File: src/rtl/atom_npu_pkg.sv
// Shared types and elaboration helpers for the atomNPU dot-product engine.
package atom_npu_pkg;

  typedef enum logic [1:0] {
    IDLE   = 2'd0,
    ACCUM  = 2'd1,
    OUTPUT = 2'd2
  } npu_state_t;

  // Narrowest accumulator that cannot overflow over vec_len full-width products.
  function automatic int min_acc_w(input int data_w, input int vec_len);
    return 2 * data_w + $clog2(vec_len);
  endfunction

endpackage

File: src/rtl/atom_npu_sat.sv
// Result stage: arithmetic shift, optional ReLU, then signed saturation to OUT_W.
// Define ATOM_NPU_RELU_EN to clamp negative results to zero.
module atom_npu_sat #(
  parameter int ACC_W     = 11,
  parameter int OUT_W     = 8,
  parameter int OUT_SHIFT = 0
) (
  input  logic signed [ACC_W-1:0] acc,
  output logic signed [OUT_W-1:0] result
);

  // One guard bit beyond the wider of the two widths keeps the clamp compare exact.
  localparam int EW = ((ACC_W > OUT_W) ? ACC_W : OUT_W) + 1;
  localparam logic signed [EW-1:0] SAT_MAX = {{(EW-OUT_W+1){1'b0}}, {(OUT_W-1){1'b1}}};
  localparam logic signed [EW-1:0] SAT_MIN = {{(EW-OUT_W+1){1'b1}}, {(OUT_W-1){1'b0}}};

  logic signed [ACC_W-1:0] shifted;
  logic signed [ACC_W-1:0] rect;
  logic signed [EW-1:0]    wide;
  logic signed [EW-1:0]    clamped;

  always_comb begin
    shifted = acc >>> OUT_SHIFT;
`ifdef ATOM_NPU_RELU_EN
    rect = shifted[ACC_W-1] ? '0 : shifted;
`else
    rect = shifted;
`endif
    wide = $signed({{(EW-ACC_W){rect[ACC_W-1]}}, rect});
    if (wide > SAT_MAX) begin
      clamped = SAT_MAX;
    end else if (wide < SAT_MIN) begin
      clamped = SAT_MIN;
    end else begin
      clamped = wide;
    end
    result = clamped[OUT_W-1:0];
  end

endmodule

File: src/rtl/atom_npu_dot.sv
// Streaming signed dot-product engine: start, VEC_LEN MAC beats, scaled result held
// on a valid/ready port. ReLU output mode is selected by ATOM_NPU_RELU_EN.
module atom_npu_dot
  import atom_npu_pkg::*;
#(
  parameter int DATA_W    = 4,
  parameter int VEC_LEN   = 8,
  parameter int ACC_W     = 2 * DATA_W + $clog2(VEC_LEN),
  parameter int OUT_SHIFT = 0,
  parameter int OUT_W     = 8
) (
  input  logic              clk,
  input  logic              rst_n,
  input  logic              clear,
  input  logic              start,
  input  logic              in_valid,
  output logic              in_ready,
  input  logic [DATA_W-1:0] input_data,
  input  logic [DATA_W-1:0] weight,
  output logic              out_valid,
  input  logic              out_ready,
  output logic [OUT_W-1:0]  output_data,
  output logic              busy,
  output logic              done
);

  localparam int CNT_W = $clog2(VEC_LEN);
  localparam int PROD_W = 2 * DATA_W;

  if (VEC_LEN < 2) begin : g_vec_len_chk
    $error("atom_npu_dot: VEC_LEN must be at least 2");
  end
  if (ACC_W < min_acc_w(DATA_W, VEC_LEN)) begin : g_acc_w_chk
    $error("atom_npu_dot: ACC_W too small for DATA_W/VEC_LEN");
  end
  if (OUT_SHIFT < 0 || OUT_SHIFT > ACC_W - 1) begin : g_shift_chk
    $error("atom_npu_dot: OUT_SHIFT out of range");
  end

  npu_state_t              state_q, state_d;
  logic signed [ACC_W-1:0] acc_q, acc_d;
  logic [CNT_W-1:0]        cnt_q, cnt_d;
  logic                    in_ready_q, in_ready_d;
  logic                    out_valid_q, out_valid_d;
  logic                    busy_q, busy_d;
  logic                    done_q, done_d;
  logic [OUT_W-1:0]        out_data_q, out_data_d;

  logic signed [PROD_W-1:0] prod;
  logic signed [ACC_W-1:0]  acc_sum;
  logic signed [OUT_W-1:0]  sat_res;

  assign prod    = $signed(input_data) * $signed(weight);
  assign acc_sum = acc_q + $signed({{(ACC_W-PROD_W){prod[PROD_W-1]}}, prod});

  // Scaling sees the sum including the current beat so the last beat can register the result.
  atom_npu_sat #(
    .ACC_W    (ACC_W),
    .OUT_W    (OUT_W),
    .OUT_SHIFT(OUT_SHIFT)
  ) u_sat (
    .acc   (acc_sum),
    .result(sat_res)
  );

  always_comb begin
    state_d     = state_q;
    acc_d       = acc_q;
    cnt_d       = cnt_q;
    in_ready_d  = in_ready_q;
    out_valid_d = out_valid_q;
    busy_d      = busy_q;
    done_d      = 1'b0;
    out_data_d  = out_data_q;
    if (clear) begin
      state_d     = IDLE;
      acc_d       = '0;
      cnt_d       = '0;
      in_ready_d  = 1'b0;
      out_valid_d = 1'b0;
      busy_d      = 1'b0;
    end else begin
      unique case (state_q)
        IDLE: begin
          if (start) begin
            state_d    = ACCUM;
            acc_d      = '0;
            cnt_d      = '0;
            in_ready_d = 1'b1;
            busy_d     = 1'b1;
          end
        end
        ACCUM: begin
          if (in_valid) begin
            acc_d = acc_sum;
            cnt_d = cnt_q + CNT_W'(1);
            if (cnt_q == CNT_W'(VEC_LEN - 1)) begin
              state_d     = OUTPUT;
              in_ready_d  = 1'b0;
              out_valid_d = 1'b1;
              out_data_d  = sat_res;
            end
          end
        end
        OUTPUT: begin
          if (out_ready) begin
            state_d     = IDLE;
            out_valid_d = 1'b0;
            busy_d      = 1'b0;
            done_d      = 1'b1;
          end
        end
        default: begin
          state_d     = IDLE;
          in_ready_d  = 1'b0;
          out_valid_d = 1'b0;
          busy_d      = 1'b0;
        end
      endcase
    end
  end

  always_ff @(posedge clk or negedge rst_n) begin
    if (!rst_n) begin
      state_q     <= IDLE;
      acc_q       <= '0;
      cnt_q       <= '0;
      in_ready_q  <= 1'b0;
      out_valid_q <= 1'b0;
      busy_q      <= 1'b0;
      done_q      <= 1'b0;
      out_data_q  <= '0;
    end else begin
      state_q     <= state_d;
      acc_q       <= acc_d;
      cnt_q       <= cnt_d;
      in_ready_q  <= in_ready_d;
      out_valid_q <= out_valid_d;
      busy_q      <= busy_d;
      done_q      <= done_d;
      out_data_q  <= out_data_d;
    end
  end

  assign in_ready    = in_ready_q;
  assign out_valid   = out_valid_q;
  assign busy        = busy_q;
  assign done        = done_q;
  assign output_data = out_data_q;

endmodule

File: config.mk
export PLATFORM = sky130hd
export DESIGN_NAME = atom_npu_dot
export DESIGN_NICKNAME = d
export VERILOG_FILES = /design/src/rtl/atom_npu_pkg.sv /design/src/rtl/atom_npu_sat.sv /design/src/rtl/atom_npu_dot.sv
export SDC_FILE = /design/constraint.sdc
export NUM_CORES = 1
export LEC_CHECK = 0
export CAP_MARGIN = 5
export CELL_PAD_IN_SITES_DETAIL_PLACEMENT = 1
export CELL_PAD_IN_SITES_GLOBAL_PLACEMENT = 2
export CORE_UTILIZATION = 39
export CTS_BUF_LIST = sky130_fd_sc_hd__clkbuf_16
export CTS_CLUSTER_SIZE = 16
export DETAILED_ROUTE_END_ITERATION = 10
export GPL_TIMING_DRIVEN = 1
export PLACE_DENSITY = 0.87
export SETUP_SLACK_MARGIN = 0.1
export SLEW_MARGIN = 20
export SYNTH_ARGS = -nofsm -noshare
export SYNTH_HDL_FRONTEND = slang
export SYNTH_SLANG_ARGS = --single-unit
export TNS_END_PERCENT = 20
File: constraint.sdc
create_clock -name clk -period 7.5 [get_ports clk]
set_input_delay 1.5 -clock clk [delete_from_list [all_inputs] [get_ports clk]]
set_output_delay 1.5 -clock clk [all_outputs]
set_load 0.1 [all_outputs]
==> results of run 1 <==
==> stage by stage <==
stage          area, sq um  hold WS, ps
3_5_place_dp          2830          470
5_1_grt               2930          525
2_1_floorplan         2500          456
3_3_place_gp          2830          463
4_1_cts               2930          487
6_report              2930          481
==> cell families (layout without fill, tap and decap cells) <==
logic type / after synthesis / count (layout) / synth area share
simple gates: 64 / 64 / 0.127
compound gates: 62 / 62 / 0.186
buf+inv: 47 / 70 / 0.0709
fa+ha+maj: 45 / 45 / 0.285
flops: 28 / 28 / 0.280
xor+xnor: 10 / 10 / 0.0425
mux: 2 / 2 / 0.00849
==> layer usage <==
metal	GRT usage	share of wire	routed length (um)	vias to the layer above
met2	0.355	0.50	2810	23
li1	-	-	-	900
met1	0.259	0.47	2670	950
met4	0.0263	0.0048	27	0
met5	0	0	0	-
met3	0.0198	0.025	142	3
==> critical path: stages <==
cell and delay (ps):
sky130_fd_sc_hd__clkdlybuf4s50_1 590, sky130_fd_sc_hd__nor2b_1 220, sky130_fd_sc_hd__fa_1 480, sky130_fd_sc_hd__fa_1 550
sky130_fd_sc_hd__inv_1 50, sky130_fd_sc_hd__fa_1 530, sky130_fd_sc_hd__inv_1 50, sky130_fd_sc_hd__ha_1 350
sky130_fd_sc_hd__nor2b_4 160, sky130_fd_sc_hd__o2111ai_1 250, sky130_fd_sc_hd__a21boi_1 160, sky130_fd_sc_hd__o311ai_4 370
sky130_fd_sc_hd__o2111ai_2 320, sky130_fd_sc_hd__a21boi_1 230, sky130_fd_sc_hd__o31ai_1 80
==> layout make-up <==
cell class / count / share of cell area
repair buffers: 26 / 0.0878
multi-input cells: 183 / 0.554
clock buffers: 3 / 0.0256
clock inverters: 1 / 0.0102
flip-flops and latches: 28 / 0.239
well taps: 75 / 0.0320
inverters: 40 / 0.0512
==> placed cells by master, fill, tap and decap left out, types with 7 or more instances in the layout <==
cell and instances:
sky130_fd_sc_hd__o31ai_1 7, sky130_fd_sc_hd__a22o_1 8, sky130_fd_sc_hd__inv_1 40, sky130_fd_sc_hd__a21oi_1 15, sky130_fd_sc_hd__fa_1 20, sky130_fd_sc_hd__and2_1 10
sky130_fd_sc_hd__ha_1 25, sky130_fd_sc_hd__nor2_1 13, sky130_fd_sc_hd__o21ai_0 13, sky130_fd_sc_hd__clkdlybuf4s50_1 25, sky130_fd_sc_hd__nand2_1 25, sky130_fd_sc_hd__xnor2_1 7
sky130_fd_sc_hd__dfrtp_1 28
==> sequential cells by signal, indices dropped and copies added, names as in the netlist <==
name,count
cnt_q,3
done,1
out_valid,1
in_ready,1
busy,1
output_data,8
state_q,2
acc_q,11
==> worst paths after layout <==
kind	start	to	slack (ps)	cells past startpoint
hold / removal	output_data[7]$_DFFE_PN0P_	output_data[7]$_DFFE_PN0P_	480	2
min in group asynchronous	rst_n	out_valid$_DFFE_PN0P_	1610	2
setup / recovery	weight[3]	output_data[3]$_DFFE_PN0P_	1740	15
hold reg to reg	output_data[7]$_DFFE_PN0P_	output_data[7]$_DFFE_PN0P_	480	2
max in group asynchronous	rst_n	acc_q[5]$_DFFE_PN0P_	5610	2
setup reg to reg	acc_q[3]$_DFFE_PN0P_	output_data[3]$_DFFE_PN0P_	3470	12
==> report_power, final <==
part	internal, mW	leakage (nW)	switching [mW]
sequential	0.158	0.385	0.00621
clock	0.106	0.0511	0.0553
combinational	0.178	0.948	0.278
==> impl_metrics.csv, run 1 <==
group,metric,value,unit
sta,worst_pin_slew,1050,ps
logic_synthesis,synth_top_cell_by_area,"sky130_fd_sc_hd__dfrtp_1",
grt,gr-total-overflow,0,
placement,finalWeightedCongestion,0.800,
sta,final_period_minus_worst_setup_slack,5760,ps
placement,numPlacedInstances,352,
floorplanning,core_area,6060,sq um
sta,period_share,0.768,
cts,cts_made_buffers,3,
critical_path,worstSetupEndpointType,"flip-flop",
finish,postLayoutCoreUtil,0.484,
logic_synthesis,yosys.cell_count.top_type,"sky130_fd_sc_hd__inv_1",
route,dr.first_iter.drc_count,93,
logic_synthesis,avgSynthCellArea,9.71,sq um
sta,grt_setup_unrepaired,"no",
grt,number_of_global_route_vias_before_repair,2059,
critical_path,critical_path.startpoint_type,"input port",
logic_synthesis,leading_post_synthesis_cells_by_instance_count,"sky130_fd_sc_hd__inv_1 (40), sky130_fd_sc_hd__dfrtp_1 (28), sky130_fd_sc_hd__ha_1 (25), sky130_fd_sc_hd__nand2_1 (25), sky130_fd_sc_hd__fa_1 (20)",
sta,clock.fmax,0.174,GHz
logic_synthesis,synthFlopType,"sky130_fd_sc_hd__dfrtp_1",
route,vias,1876,
job,max-cap-violations,0,
critical_path,worst_ep_arrival_time,5890,ps
grt,grt_util_all_layers,0.196,
sta,final-max-slew-violation-count,0,
cts,clkSlewWorstSetupHoldPaths,70,ps
grt,grt_pass1_wl,9970,um
logic_synthesis,most_area_consuming_cells_after_synthesis,"sky130_fd_sc_hd__dfrtp_1 (28%), sky130_fd_sc_hd__fa_1 (16%), sky130_fd_sc_hd__ha_1 (12%), sky130_fd_sc_hd__inv_1 (6.0%), sky130_fd_sc_hd__nand2_1 (3.7%)",
logic_synthesis,asyncSetResetFlopFracSynth,1.00,
finish,fillCellCount,706,
route,route.detailed.vias_per_inst,5.27,
route,detail_route.drc_violations,0,
route,final_antenna_net_count,0,
logic_synthesis,yosys_warnings,0,
cts,post_cts.resized_instances,0,
logic_synthesis,synth.yosys.seq_area_share,0.280,
status,status,"completed",
finish,regArea,701,sq um
floorplanning,num_io_pins,26,
finish,layout-drive-gt1-share,0.0605,
floorplanning,rows,28,
sta,setup_tns,0,ps
cts,cts-htree-levels,1,
cts,cts_setup_buffers,0,
sta,finalSetupViolations,0,
logic_synthesis,synth_largest_type_area_fraction,0.280,
sta,timing.max_slew.rel_slack,0.297,
sta,worst_clock_skew,2.68,ps
logic_synthesis,post_synth_num_cell_types,46,
sta,hold_violations,0,
pwr,total_power,782,uW
hold_path,hold_path_class,"flip-flop to flip-flop",
critical_path,worst_setup_path_category,"input port to flip-flop",
cts,ctsRootBufferMaster,"sky130_fd_sc_hd__clkbuf_16",
finish,area.growth.synth_to_final,17.1,%
cts,clk_path_buf_depth,2,
placement,portBuffers,25,
finish,nets,341,
cts,cts-hold-fix-buffers,0,
cts,cts_tree,"done",
logic_synthesis,netlist_area,2500,sq um
floorplanning,die_width,82.1,um
logic_synthesis,postSynthCellCount,258,
route,routedWlPerCell,15.9,um
critical_path,crit_required,7630,ps
cts,clkLatencyLatePin,270,ps
route,detailedRoute.firstPassIterationCount,4,
finish,insertedDiodeCount,0,
floorplanning,die_h,82.1,um
grt,grt_max_degree,29,
floorplanning,initial_core_util,0.413,
floorplanning,overall_die_area,6750,sq um
pwr,p_leak,1.38,nW
cts,clock_sinks,28,
pwr,pwr_density_cell,267,nW/um^2
logic_synthesis,synth_enable_flop_cells,0,
finish,number_of_standard_cells_in_the_layout_taps_in_and_fillers_out,356,
sta,final.setup.worst_slack,1740,ps
critical_path,cp_max_fo,7,
finish,multi_input_comb_area,1630,sq um
placement,place.detailed.hpwl,4480,um
logic_synthesis,ys_seq_elements,28,
grt,antenna_violations_before_repair,0,
route,aggregate_routed_wire_length,5650,um
placement,place_ws,1450,ps
pwr,peak_supply_drop,0.123,mV
logic_synthesis,postSynthNetCount,317,
(Power assumes the default switching activity.)
==> inputs of run 2 (changes only) <==
--- a/config.mk
+++ b/config.mk
@@ -8,12 +8,12 @@
 export CAP_MARGIN = 5
 export CELL_PAD_IN_SITES_DETAIL_PLACEMENT = 1
 export CELL_PAD_IN_SITES_GLOBAL_PLACEMENT = 2
-export CORE_UTILIZATION = 39
+export CORE_UTILIZATION = 37
 export CTS_BUF_LIST = sky130_fd_sc_hd__clkbuf_16
 export CTS_CLUSTER_SIZE = 16
 export DETAILED_ROUTE_END_ITERATION = 10
 export GPL_TIMING_DRIVEN = 1
-export PLACE_DENSITY = 0.87
+export PLACE_DENSITY = 0.83
 export SETUP_SLACK_MARGIN = 0.1
 export SLEW_MARGIN = 20
 export SYNTH_ARGS = -nofsm -noshare
==> constraint.sdc (replaced) <==
create_clock -name clk -period 5.87 [get_ports clk]
set_input_delay 1.174 -clock clk [delete_from_list [all_inputs] [get_ports clk]]
set_output_delay 1.174 -clock clk [all_outputs]
set_load 0.1 [all_outputs]
==> run 2 against run 1 <==
  * Design area rose by 0.34%
  * First-iteration DRC count is 29% lower
  * Largest cell class unchanged
  * Routed wire length down 2.9%
  * The run now ends with design-rule violations left
  * Largest power group unchanged
  * Critical endpoint is now output_data[0]$_DFFE_PN0P_
  * Highest routed layer unchanged
==> impl_metrics.csv, run 2 (synthesis gave the netlist of run 1 again) <==
group,metric,value,unit
hold_path,hold_path_class,"flip-flop to flip-flop",
finish,area.growth.synth_to_final,17.5,%
cts,cts-htree-levels,1,
cts,cts_made_buffers,3,
cts,clkLatencyLatePin,260,ps
finish,insertedDiodeCount,0,
sta,grt_setup_unrepaired,"no",
sta,timing.max_slew.rel_slack,0.344,
cts,cts_tree,"done",
placement,finalWeightedCongestion,0.827,
finish,regArea,701,sq um
floorplanning,rows,29,
critical_path,worst_setup_path_category,"input port to flip-flop",
cts,clock_sinks,28,
finish,fillCellCount,740,
pwr,p_leak,1.39,nW
hold_path,whs_path_depth,2,
critical_path,critical_path.reg2reg.endpoint,"output_data[0]$_DFFE_PN0P_",
floorplanning,die_h,84.3,um
grt,grt_max_degree,29,
status,status,"finished with violations",
route,detailedRoute.firstPassIterationCount,9,
finish,multi_input_comb_area,1630,sq um
floorplanning,overall_die_area,7100,sq um
floorplanning,die_width,84.3,um
pwr,peak_supply_drop,0.183,mV
critical_path,critical_path.startpoint_type,"input port",
critical_path,r2r_slack,1860,ps
sta,worst_clock_skew,5.09,ps
finish,nets,342,
cts,cts-hold-fix-buffers,0,
critical_path,r2r_cells,13,
grt,grt_util_all_layers,0.163,
pwr,pwr_density_cell,330,nW/um^2
finish,largest_register_ffs,11,
grt,antenna_violations_before_repair,0,
cts,clk_path_buf_depth,2,
critical_path,crit-reg2reg-launch,"acc_q[3]$_DFFE_PN0P_",
sta,final_period_minus_worst_setup_slack,5310,ps
grt,grt_pass1_wl,9320,um
hold_path,hold_end,"output_data[7]$_DFFE_PN0P_",
route,final_antenna_net_count,0,
floorplanning,initial_core_util,0.388,
cts,post_cts.resized_instances,0,
finish,layout-drive-gt1-share,0.0638,
critical_path,cp_max_fo,7,
hold_path,hold_start,"output_data[7]$_DFFE_PN0P_",
critical_path,worstSetupEndpointType,"flip-flop",
finish,final_common_cell,"sky130_fd_sc_hd__inv_1",
sta,finalSetupViolations,0,
sta,clock.fmax,0.188,GHz
placement,portBuffers,25,
finish,max_flop_register,"acc_q",
sta,worst_pin_slew,981,ps
placement,place.detailed.hpwl,4540,um
grt,number_of_global_route_vias_before_repair,1935,
finish,mostFrequentLayoutCells,"sky130_fd_sc_hd__inv_1 (40), sky130_fd_sc_hd__dfrtp_1 (28), sky130_fd_sc_hd__nand2_1 (25), sky130_fd_sc_hd__ha_1 (25), sky130_fd_sc_hd__clkdlybuf4s50_1 (25)",
cts,cts_setup_buffers,0,
route,detail_route.drc_violations,7,
cts,clkSlewWorstSetupHoldPaths,70,ps
job,max-cap-violations,0,
route,aggregate_routed_wire_length,5490,um
critical_path,crit_required,5980,ps
route,vias,1854,
floorplanning,core_area,6460,sq um
sta,hold_violations,0,
critical_path,worst_ep_arrival_time,5420,ps
sta,setup_tns,0,ps
sta,final-max-slew-violation-count,0,
status,failed_checks,"design-rule violations",
sta,period_share,0.904,
route,dr.first_iter.drc_count,66,
floorplanning,num_io_pins,26,
cts,ctsRootBufferMaster,"sky130_fd_sc_hd__clkbuf_16",
grt,gr-total-overflow,0,
route,route.detailed.vias_per_inst,5.16,
route,routedWlPerCell,15.3,um
finish,postLayoutCoreUtil,0.456,
-- run 2: changes by cell type in the layout (fill, tap and decap cells not counted) --
cell / delta
sky130_fd_sc_hd__buf_4: +1
-- run 2: how the worst max path moves through the flow --
stage                                      end  depth (start not counted)  slack [ps]       from
global placement    output_data[1]$_DFFE_PN0P_                         15         350  weight[3]
CTS                 output_data[0]$_DFFE_PN0P_                         15         500  weight[3]
global route        output_data[2]$_DFFE_PN0P_                         15         290  weight[3]
finish              output_data[0]$_DFFE_PN0P_                         15         560  weight[3]
floorplan           output_data[2]$_DFFE_PN0P_                         14        1130  weight[1]
detailed placement  output_data[0]$_DFFE_PN0P_                         15         210  weight[3]
-- run 2: layout make-up --
| class | count | area share |
|---|---|---|
| Multi-Input combinational cell | 183 | 0.552 |
| Sequential cell | 28 | 0.238 |
| Timing Repair Buffer | 27 | 0.0901 |
| Inverter | 40 | 0.0510 |
| Tap cell | 77 | 0.0327 |
| Clock buffer | 3 | 0.0255 |
| Clock inverter | 1 | 0.0102 |
-- run 2: metrics by stage --
step	area, sq um	power (mW)	std cells	hold WS, ps	setup slack, ps
floorplan	2500	0.660	258	456	1130
global placement	2840	0.772	355	478	350
detailed placement	2840	0.783	355	475	208
CTS	2940	0.986	359	491	496
global route	2940	1.05	359	508	287
finish	2940	0.972	359	487	562
-- run 2: worst max-delay path, cell delays in order --
cell and delay [ps]:
sky130_fd_sc_hd__clkdlybuf4s50_1 590, sky130_fd_sc_hd__nor2b_1 230, sky130_fd_sc_hd__fa_1 470, sky130_fd_sc_hd__fa_1 550, sky130_fd_sc_hd__inv_1 60, sky130_fd_sc_hd__fa_1 530
sky130_fd_sc_hd__inv_1 40, sky130_fd_sc_hd__ha_1 330, sky130_fd_sc_hd__nor2b_4 160, sky130_fd_sc_hd__o2111ai_1 220, sky130_fd_sc_hd__a21boi_1 130, sky130_fd_sc_hd__o311ai_4 360
sky130_fd_sc_hd__o2111ai_2 280, sky130_fd_sc_hd__a21oi_1 210, sky130_fd_sc_hd__o31ai_1 90
-- run 2: routing by layer --
metal / GRT usage / up-vias / wire length, um
li1: - / 910 / -
met1: 0.209 / 923 / 2600
met2: 0.302 / 19 / 2760
met3: 0.0197 / 2 / 96
met4: 0.0235 / 0 / 27
met5: 0 / - / 0
-- run 2: where the power goes --
group	switching [mW]	total [mW]	internal [mW]
combinational	0.335	0.562	0.227
sequential	0.00859	0.211	0.203
clock	0.0628	0.198	0.136
